===== config.mk =====
export PLATFORM = sky130hd
export DESIGN_NAME = midway_scanout_pipeline
export DESIGN_NICKNAME = d
export VERILOG_FILES = /design/src/rtl/midway_scanout_pipeline.sv
export SDC_FILE = /design/constraint.sdc
export NUM_CORES = 1
export LEC_CHECK = 0
export CORE_MARGIN = 4
export CORE_UTILIZATION = 44
export CTS_BUF_LIST = sky130_fd_sc_hd__clkbuf_4
export CTS_CLUSTER_SIZE = 10
export DETAILED_ROUTE_END_ITERATION = 8
export PLACE_DENSITY = 0.95
export SYNTH_ARGS = -nofsm -noshare
export SYNTH_HDL_FRONTEND = slang
export SYNTH_SLANG_ARGS = --single-unit

===== constraint.sdc =====
create_clock -name clk -period 3.1 [get_ports clk]
set_clock_uncertainty 0.05 [all_clocks]
set_input_delay 0.775 -clock clk [delete_from_list [all_inputs] [get_ports clk]]
set_output_delay 0.775 -clock clk [all_outputs]
set_load 0.01 [all_outputs]

===== src/rtl/midway_scanout_pipeline.sv =====
// ============================================================================
// midway_scanout_pipeline
//
// Purpose:
//   Pipelined scan-out adapter between a VGA timing generator and the read
//   port of a Midway 8080 style video RAM. Each VGA coordinate is mapped into
//   the 224x256 source image. The image is stored rotated, with each RAM
//   column holding one source x and bytes packed bottom-up, and it is
//   integer-upscaled and placed at an offset. One RAM read is issued per
//   pixel. The synchronous read latency of the RAM is absorbed by a delay
//   line, and the addressed bit is turned into a registered RGB value.
//   Sync and display-enable are delayed to stay aligned with the colour.
//
//   Latency from in_* to out_* is 2 + RAM_LATENCY clocks. Throughput is
//   one pixel per clock, with no bubbles.
//
// Optional feature:
//   MIDWAY_COLOR_OVERLAY_EN - when defined, the colour of a set pixel comes
//   from the source-row band, emulating the cabinet gel overlay. When it is
//   undefined, every set pixel uses FG_RGB and no band logic is built.
//
// Ports:
//   clk        in   pixel clock
//   reset_n    in   asynchronous active-low reset
//   in_valid   in   in_x/in_y/syncs valid this cycle
//   in_x       in   [9:0] VGA column
//   in_y       in   [8:0] VGA row
//   in_de      in   VGA display enable
//   in_hsync   in   VGA hsync
//   in_vsync   in   VGA vsync
//   mem_x      out  [7:0] RAM column address (source x)
//   mem_y      out  [4:0] RAM byte-row address
//   mem_rd     out  read strobe
//   mem_data   in   [7:0] byte returned RAM_LATENCY clocks after mem_rd
//   out_valid  out  output pixel valid
//   out_rgb    out  [23:0] pixel colour
//   out_de     out  delayed in_de
//   out_hsync  out  delayed in_hsync
//   out_vsync  out  delayed in_vsync
// ============================================================================
module midway_scanout_pipeline #(
    parameter int          SRC_W       = 224,
    parameter int          SRC_H       = 256,
    parameter int          SCALE       = 1,
    parameter int          X_OFFSET    = 0,
    parameter int          Y_OFFSET    = 0,
    parameter int          RAM_LATENCY = 1,
    parameter logic [23:0] FG_RGB      = 24'hFFFFFF,
    parameter logic [23:0] BG_RGB      = 24'h000000
) (
    input  logic        clk,
    input  logic        reset_n,
    input  logic        in_valid,
    input  logic [9:0]  in_x,
    input  logic [8:0]  in_y,
    input  logic        in_de,
    input  logic        in_hsync,
    input  logic        in_vsync,
    output logic [7:0]  mem_x,
    output logic [4:0]  mem_y,
    output logic        mem_rd,
    input  logic [7:0]  mem_data,
    output logic        out_valid,
    output logic [23:0] out_rgb,
    output logic        out_de,
    output logic        out_hsync,
    output logic        out_vsync
);

    // Per-pixel attributes that travel alongside the RAM read.
    typedef struct packed {
        logic       valid;
        logic       de;
        logic       hsync;
        logic       vsync;
        logic       win;
        logic [2:0] bit_idx;
`ifdef MIDWAY_COLOR_OVERLAY_EN
        logic [1:0] band;     // 0: FG_RGB, 1: red gel, 2: green gel
`endif
    } pipe_t;

    // ------------------------------------------------------------------
    // Stage A: coordinate mapping (combinational part)
    // ------------------------------------------------------------------
    // The 11-bit differences make the left and top borders negative, so
    // they can never wrap around into valid RAM addresses.
    logic [10:0] dx;
    logic [10:0] dy;
    logic        in_win;
    logic [7:0]  sx;
    logic [7:0]  sy;
    logic [4:0]  row_byte;

    assign dx = 11'({1'b0, in_x}) - 11'(X_OFFSET);
    assign dy = 11'({2'b0, in_y}) - 11'(Y_OFFSET);

    // The comparisons use 12 bits, because SRC_H*SCALE can reach 1024.
    assign in_win = !dx[10] && ({1'b0, dx} < 12'(SRC_W * SCALE)) &&
                    !dy[10] && ({1'b0, dy} < 12'(SRC_H * SCALE));

    // The divide is by a constant. Power-of-two scales reduce to shifts.
    assign sx = 8'(dx[9:0] / 10'(SCALE));
    assign sy = 8'(dy[9:0] / 10'(SCALE));

    // The image is stored bottom-up: source row 0 is the MSB of the last byte.
    assign row_byte = 5'((8'(SRC_H - 1) - sy) >> 3);

`ifdef MIDWAY_COLOR_OVERLAY_EN
    logic [1:0] band;

    always_comb begin
        band = 2'd0;
        if (sy >= 8'd32 && sy <= 8'd63) begin
            band = 2'd1;
        end else if (sy >= 8'd184 && sy <= 8'd239) begin
            band = 2'd2;
        end else if (sy >= 8'd240 && sx >= 8'd16 && sx <= 8'd133) begin
            band = 2'd2;
        end
    end
`endif

    // ------------------------------------------------------------------
    // Stage A: registers
    // ------------------------------------------------------------------
    pipe_t      a_q;
    pipe_t      a_d;
    logic [7:0] mem_x_q;
    logic [7:0] mem_x_d;
    logic [4:0] mem_y_q;
    logic [4:0] mem_y_d;
    logic       mem_rd_q;
    logic       mem_rd_d;

    always_comb begin
        a_d       = a_q;
        a_d.valid = in_valid;
        mem_x_d   = mem_x_q;
        mem_y_d   = mem_y_q;
        mem_rd_d  = in_valid && in_win && in_de;
        // The sideband is captured only on valid samples. Idle cycles
        // keep the previous value, so the syncs do not advance on them.
        if (in_valid) begin
            a_d.de      = in_de;
            a_d.hsync   = in_hsync;
            a_d.vsync   = in_vsync;
            a_d.win     = in_win;
            a_d.bit_idx = 3'd7 - sy[2:0];
`ifdef MIDWAY_COLOR_OVERLAY_EN
            a_d.band    = band;
`endif
            // The address is held outside the window, so border pixels do
            // not cause address activity on the RAM port.
            if (in_win) begin
                mem_x_d = sx;
                mem_y_d = row_byte;
            end
        end
    end

    always_ff @(posedge clk or negedge reset_n) begin
        if (!reset_n) begin
            a_q      <= '0;
            mem_x_q  <= '0;
            mem_y_q  <= '0;
            mem_rd_q <= 1'b0;
        end else begin
            a_q      <= a_d;
            mem_x_q  <= mem_x_d;
            mem_y_q  <= mem_y_d;
            mem_rd_q <= mem_rd_d;
        end
    end

    assign mem_x  = mem_x_q;
    assign mem_y  = mem_y_q;
    assign mem_rd = mem_rd_q;

    // ------------------------------------------------------------------
    // Delay line: RAM_LATENCY stages, so that the attributes arrive at
    // stage C in the same cycle as the matching mem_data byte.
    // ------------------------------------------------------------------
    pipe_t dly_chain [RAM_LATENCY + 1];

    assign dly_chain[0] = a_q;

    for (genvar gi = 0; gi < RAM_LATENCY; gi++) begin : g_dly
        pipe_t stage_q;

        always_ff @(posedge clk or negedge reset_n) begin
            if (!reset_n) begin
                stage_q <= '0;
            end else begin
                stage_q <= dly_chain[gi];
            end
        end

        assign dly_chain[gi + 1] = stage_q;
    end

    pipe_t aligned;
    assign aligned = dly_chain[RAM_LATENCY];

    // ------------------------------------------------------------------
    // Stage C: pixel selection and output registers
    // ------------------------------------------------------------------
    logic [23:0] fg_rgb;
    logic        pix_set;

    always_comb begin
        fg_rgb = FG_RGB;
`ifdef MIDWAY_COLOR_OVERLAY_EN
        if (aligned.band == 2'd1) begin
            fg_rgb = 24'hFF0000;
        end else if (aligned.band == 2'd2) begin
            fg_rgb = 24'h00FF00;
        end
`endif
    end

    // mem_data only counts for in-window displayed pixels. On a border
    // pixel the RAM was not read, so its output is stale.
    assign pix_set = aligned.win && aligned.de && mem_data[aligned.bit_idx];

    logic        out_valid_q;
    logic        out_valid_d;
    logic [23:0] out_rgb_q;
    logic [23:0] out_rgb_d;
    logic        out_de_q;
    logic        out_de_d;
    logic        out_hsync_q;
    logic        out_hsync_d;
    logic        out_vsync_q;
    logic        out_vsync_d;

    always_comb begin
        out_valid_d = aligned.valid;
        out_rgb_d   = out_rgb_q;
        out_de_d    = out_de_q;
        out_hsync_d = out_hsync_q;
        out_vsync_d = out_vsync_q;
        if (aligned.valid) begin
            out_rgb_d   = pix_set ? fg_rgb : BG_RGB;
            out_de_d    = aligned.de;
            out_hsync_d = aligned.hsync;
            out_vsync_d = aligned.vsync;
        end
    end

    always_ff @(posedge clk or negedge reset_n) begin
        if (!reset_n) begin
            out_valid_q <= 1'b0;
            out_rgb_q   <= '0;
            out_de_q    <= 1'b0;
            out_hsync_q <= 1'b0;
            out_vsync_q <= 1'b0;
        end else begin
            out_valid_q <= out_valid_d;
            out_rgb_q   <= out_rgb_d;
            out_de_q    <= out_de_d;
            out_hsync_q <= out_hsync_d;
            out_vsync_q <= out_vsync_d;
        end
    end

    assign out_valid = out_valid_q;
    assign out_rgb   = out_rgb_q;
    assign out_de    = out_de_q;
    assign out_hsync = out_hsync_q;
    assign out_vsync = out_vsync_q;

endmodule


# After elaboration in Yosys (flattened, before gate mapping)

Index checks and enable logic that the tools add are counted.

Register bits: 58
Input bits: 33
Output and inout bits: 42
Word-level logic and storage cells: 34

Add/sub/neg operators: 2
Order comparisons: 3
Muxes and demuxes: 3
Reductions and logical operators: 6

Operators with widths:

| operator            | count |
|---|---|
| $mux 24             | 1 |
| $lt 10x8->1 const B | 1 |
| $lt 9x9->1 const B  | 1 |
| $sub 8x8->8 const A | 1 |
| $logic_and 1x1->1   | 5 |
| $lt 3x4->1 const B  | 1 |
| $bmux 1 s3          | 1 |
| $sub 3x3->3 const A | 1 |
| $reduce_and 2->1    | 1 |
| $mux 1              | 1 |

# Depth between registers and ports, before layout

Gate-level depths: netlist (run 1).

Depth after elaboration: 4
Depth in mapped cells: 5
Gate-level depth less buffers: 3

# Worst setup path before layout (run 1)

Ideal clock, no wire load.

Kind: input to register
Start point: in in_valid
End point: reg mem_x_q[7] (netlist: mem_x[7])
Setup time: 0.125 ns
Arrival: 2.029 ns
Data required time: 2.925 ns
Setup slack: 0.896 ns
Stages: 5
Buffers on the path: 2
Cell sequence: buf_4 > or4b_4 > a31o_1 > buf_6 > mux2_4

Longest elaborated chain between the ends: 1

Ends and longest elaborated chain:

| what                              | line | text |
|---|---|---|
| start, declared                   | 53   | `input logic in_valid,` |
| $reduce_and 2->1 (no source line) | n/a  |  |
| end signal, assigned              | 170  | `mem_x_q <= mem_x_d;` |
| end, declared                     | 129  | `logic [7:0] mem_x_q;` |

Every way passes these cells.
A chain may end at the register's enable or synchronous reset.

==> impl_metrics.csv, run 1 <==
group,metric,value,unit
worst_setup_path,worstRegToRegCells,3,
clock_tree,clock_path_buffers,2,
clock_tree,path_clk_slew,0.11,ns
yosys,yosysTopAreaCell,"dfrtp_1",
power_and_ir_drop,leakage,0.9380,nW
power_and_ir_drop,worst_ir_drop_vdd,0.4376,mV
global_route,grt_pass1_vias,1025,
global_route,grt_pass1_wl,4705,um
worst_setup_path,critPathSlowestCell,"dfrtp_1",
die,io_pins,75,
yosys,netlist_top_cells_area,"dfrtp_1 59%, buf_4 12%, mux2_2 9.2%, mux2i_1 5.4%, inv_1 2.3%",
clock_tree,cts-buffers-inserted,5,
worst_setup_path,cp.arrival,1.73,ns
route,drtIter0Drc,6,
placed_design,dp.cells,201,
global_route,grt_max_degree,36,
die,die_area,0.004343,mm2
clock_tree,clockRootBuffer,"clkbuf_4",
layout,stdcell_count,209,
route,postRouteAntennaNets,0,
route,via_per_inst,4.665,
global_route,grt_overflow,0,
run,drv_cap,0,
yosys,syn_avg_cell_area,14.05,um2
layout,num-fill-cells,211,
worst_setup_path,crit_type,"reg2out",
sta,rsz0062_at_grt,"no",
worst_setup_path,critPathTopFamily,"flip-flops",
die,dieHeight,65.90,um
layout,num_antenna_cells,0,
yosys,ys_types,20,
worst_setup_path,path_cells,"clkdlybuf4s50_1",
route,vias,975,
worst_setup_path,required,2.27,ns
worst_setup_path,cp_max_fo,25,
worst_setup_path,start_kind,"flip-flop",
die,die_w,65.90,um
sta,min_period,2.556,ns
worst_setup_path,critical_path_depth,1,
die,initial_core_util,47.16,%
sta,hold_violations,0,
yosys,ys_seq_elements,35,
worst_setup_path,end_kind,"primary output",
status,status,"finished clean",
yosys,syn_inst,105,
sta,finalSetupTns,0,ns
route,first_pass_iters,2,
layout,drive_gt1_share,16.36,%
global_route,antenna_found_initial,0,
route,drt_wl_total,2903,um
clock_tree,cts_max_level,2,
sta,whs,0.3093,ns
placed_design,dp_hpwl,2251,um
clock_tree,cts.sinks,35,
route,drc,0,
sta,min_period_over_period,82.46,%
worst_setup_path,critPathMaxStageDelay,0.74,ns
clock_tree,tritoncts,"done",
die,rows,20,
yosys,yosysSeqAreaShare,59.37,%
worst_hold_path,worstHoldPathType,"reg2reg",
clock_tree,cts_hold_buf,0,
yosys,synth_top_cell_area_share,59.37,%
sta,worst_pin_slew,0.5933,ns
sta,relSlewSlack,60.45,%
placed_design,port_buffers,74,
worst_hold_path,hold_depth,0,
placed_design,globalplace.congestion,0.7505,
sta,finalSetupViolCount,0,
layout,final_common_cell,"clkdlybuf4s50_1",
clock_tree,ctsResizeCount,0,
yosys,netlist_area,0.001475,mm2
yosys,syn-num-nets,138,
layout,nets,197,
sta,slew_viol_final,0,
clock_tree,clock_latency,0.34,ns
sta,fmax,0.3912,GHz
layout,mostFrequentLayoutCells,"74 x clkdlybuf4s50_1, 35 x dfrtp_1, 12 x mux2_2",
yosys,yosysWarnings,0,
clock_tree,postCtsSetupBuffers,0,
power_and_ir_drop,power_density,496.9,mW/mm2
worst_setup_path,cp.buffers_inverters,1,
layout,area_delta_synth_final,46.40,%
global_route,grtUsageTotal,14.43,%
route,wire_per_inst,13.89,um
die,coreArea,0.003128,mm2
## sequential cells by signal, summed over array words and instances (netlist names)
| signal | cells |
|---|---|
| out_hsync | 1 |
| mem_y | 5 |
| mem_rd | 1 |
| aligned | 7 |
| mem_x | 8 |
| out_vsync | 1 |
| out_valid_d | 1 |
| a_q | 8 |
| out_valid | 1 |
| out_de | 1 |
| out_rgb | 1 |
## where the power goes
group	total (mW)	switching (mW)	internal, mW
clock network	0.238	0.151	0.0866
registers	0.561	0.0400	0.521
logic	0.274	0.0958	0.179
## stage by stage
step,setup slack [ns],cell area (um2),total power [mW],util [%]
after detailed placement,0.4458,2102,0.8467,67.20
final,0.5438,2160,1.073,69.04
after CTS,0.4858,2160,1.087,69.04
after global placement,0.4990,2102,0.8346,67.20
after global routing,0.3637,2160,1.139,69.04
after floorplan,0.8958,1475,0.6720,-
## cell families (layout without fill, tap and decap cells)
logic type,after synthesis,after routing,share of synthesized area (%)
buf+inv,34,94,15.27
simple gates,7,7,3.478
compound gates,7,7,4.750
flops,35,35,59.37
mux,22,22,17.13
## Yosys cell counts
master / number
nor2b_1: 2
nand3_1: 1
a31o_1: 1
a2111oi_0: 1
and2_1: 1
o21ai_0: 1
a31oi_4: 1
mux4_2: 1
o41ai_1: 1
or4b_4: 1
dfrtp_1: 35
o22a_1: 2
nand2b_1: 1
nor3b_1: 1
inv_1: 9
mux2i_1: 8
mux2_2: 12
buf_4: 24
buf_6: 1
mux2_4: 1
## routing by layer
| metal | wire length, um | GRT usage [%] |
|---|---|---|
| met4 | 21 | 3.886 |
| met2 | 1376 | 24.66 |
| met3 | 418 | 8.333 |
| met1 | 1087 | 14.99 |
| met5 | 0 | 0 |
## area by class of cell
cell class | count | area, um2 | share of cell area, %
inverter | 9 | 33.78 | 1.564
clock inverter | 3 | 20.02 | 0.9270
sequential | 35 | 875.8 | 40.56
timing repair buffer | 77 | 763.2 | 35.34
tap | 44 | 55.05 | 2.549
multi-input combinational | 36 | 374.1 | 17.32
clock buffer | 5 | 37.54 | 1.738
## final timing paths
| kind | from | end | slack [ns] |
|---|---|---|---|
| max in group asynchronous | reset_n | aligned[1] | 1.91 |
| max | out_rgb[22] | out_rgb[0] | 0.54 |
| min in group asynchronous | reset_n | mem_x[1] | 0.77 |
| min | a_q[7] | out_valid_d | 0.31 |
| max reg2reg | aligned[0] | out_rgb[22] | 1.80 |
| min reg2reg | a_q[7] | out_valid_d | 0.31 |
Note: power is estimated with default switching activity, not from simulation.
==> run 2, diff against run 1 <==
- CORE_UTILIZATION: 44 -> 37
- PLACE_DENSITY: 0.95 -> 0.88
- clock period: 3.1 -> 2.06 ns (I/O delays scaled with it)
==> run 2 against run 1 <==
  * Flip-flop and latch count unchanged
  * First-iteration DRC count up 83%
  * Non-clock buffer count increased by 2
  * Power rose by 49%
  * Routed wire length grew 5.6%
  * Hold slack lost 0.12 ns
  * Design area increased by 1.4%
  * Sequential power grew 50%
==> impl_metrics.csv, run 2 (synthesis results as in run 1) <==
group,metric,value,unit
status,status,"finished clean",
layout,drive_gt1_share,16.77,%
layout,nets,199,
worst_setup_path,end_kind,"primary output",
die,die_w,71.14,um
placed_design,port_buffers,74,
layout,final_common_cell,"clkdlybuf4s50_1",
layout,mostFrequentLayoutCells,"68 x clkdlybuf4s50_1, 35 x dfrtp_1, 12 x mux2_2",
die,die_area,0.005061,mm2
sta,finalSetupViolCount,0,
worst_setup_path,critPathMaxStageDelay,0.55,ns
global_route,grt_pass1_wl,4926,um
worst_setup_path,cp.buffers_inverters,2,
clock_tree,cts_max_level,2,
worst_hold_path,worstHoldPathType,"in2async",
worst_setup_path,start_kind,"flip-flop",
layout,area_delta_synth_final,48.43,%
route,drc,0,
route,via_per_inst,4.558,
sta,finalSetupTns,0,ns
die,coreArea,0.003744,mm2
power_and_ir_drop,power_density,729.0,mW/mm2
clock_tree,cts-buffers-inserted,5,
route,postRouteAntennaNets,0,
worst_setup_path,required,1.49,ns
die,io_pins,75,
sta,worst_pin_slew,0.7477,ns
layout,post-route-util,58.49,%
route,drtIter0Drc,11,
route,first_pass_iters,4,
global_route,grt_max_degree,36,
global_route,grt_overflow,0,
sta,hold_violations,0,
worst_setup_path,cp.arrival,1.41,ns
die,rows,22,
global_route,grt_pass1_vias,1083,
power_and_ir_drop,worst_ir_drop_vdd,0.5709,mV
sta,slew_viol_final,0,
run,drv_cap,0,
clock_tree,path_clk_slew,0.10,ns
sta,worst_slack,0.08168,ns
worst_setup_path,critPathTopFamily,"buffers and inverters",
sta,relSlewSlack,50.15,%
worst_setup_path,path_cells,"buf_8, clkdlybuf4s50_1",
placed_design,dp_slack,-0.2545,ns
worst_setup_path,crit_type,"reg2out",
sta,min_period_over_period,96.03,%
clock_tree,clock_latency,0.33,ns
die,initial_core_util,39.41,%
sta,fmax,0.5055,GHz
clock_tree,cts_hold_buf,0,
power_and_ir_drop,leakage,1.040,nW
clock_tree,clockRootBuffer,"clkbuf_4",
worst_setup_path,cp_max_fo,25,
layout,stdcell_count,215,
route,drt_wl_total,3067,um
route,wire_per_inst,14.27,um
clock_tree,cts.sinks,35,
placed_design,dp_hpwl,2488,um
global_route,antenna_found_initial,0,
sta,min_period,1.978,ns
placed_design,globalplace.congestion,0.7865,
layout,num_antenna_cells,0,
route,vias,980,
clock_tree,tritoncts,"done",
sta,whs,0.1881,ns
global_route,grtUsageTotal,12.61,%
die,dieHeight,71.14,um
placed_design,dp.cells,207,
worst_setup_path,critPathSlowestCell,"clkdlybuf4s50_1",
clock_tree,clock_path_buffers,2,
==> run 2: routing by layer <==
| layer | wire, um | GRT usage (%) | vias to the layer above |
|---|---|---|---|
| met5 | 0 | 0 | - |
| met4 | 61 | 5.846 | 0 |
| met3 | 315 | 4.830 | 5 |
| met2 | 1568 | 22.55 | 59 |
| met1 | 1123 | 12.82 | 463 |
| li1 | - | - | 453 |
==> run 2: power breakdown <==
group / switching (mW) / internal (mW)
combinational: 0.149 / 0.269
clock: 0.210 / 0.125
sequential: 0.0592 / 0.784
total: 0.418 / 1.18
==> run 2: final timing paths <==
path,start,to,slack (ns),depth (start not counted)
max in group asynchronous,reset_n,mem_rd,1.29,1
setup reg to reg,aligned[0],out_rgb[22],0.73,3
setup / recovery,out_rgb[22],out_rgb[17],0.08,2
min in group clk,a_q[7],out_valid_d,0.31,0
hold reg to reg,a_q[7],out_valid_d,0.31,0
hold / removal,reset_n,a_q[4],0.19,1
==> run 2: cell type report <==
cell class	instances	area, um2
Sequential cell	35	875.8
Tap cell	48	60.06
Multi-Input combinational cell	36	374.1
Clock inverter	3	15.01
Fill cell	316	1554
Inverter	9	33.78
Timing Repair Buffer	79	793.3
Clock buffer	5	37.54
==> run 2: stage by stage <==
step / power, mW / cell area (um2)
5_1_grt: 1.692 / 2190
3_3_place_gp: 1.257 / 2117
6_report: 1.596 / 2190
2_1_floorplan: 1.011 / 1475
3_5_place_dp: 1.284 / 2117
4_1_cts: 1.628 / 2173
==> run 2: worst reg2reg max path: stages, from the launching register on <==
cell     delay (ns)
dfrtp_1        0.42
mux4_2         0.33
nor2b_1        0.04
o41ai_1        0.37
==> run 2: what timing repair did <==
item,4_1_cts,5_1_grt
setup buffers,0,0
setup endpoints to repair,24,24
resized for setup,1,6
==> run 3, diff against run 2 <==
- CAP_MARGIN: not set -> 10
==> results of run 3 <==
No change in the layout: final DEF, timing and power equal those of run 2.
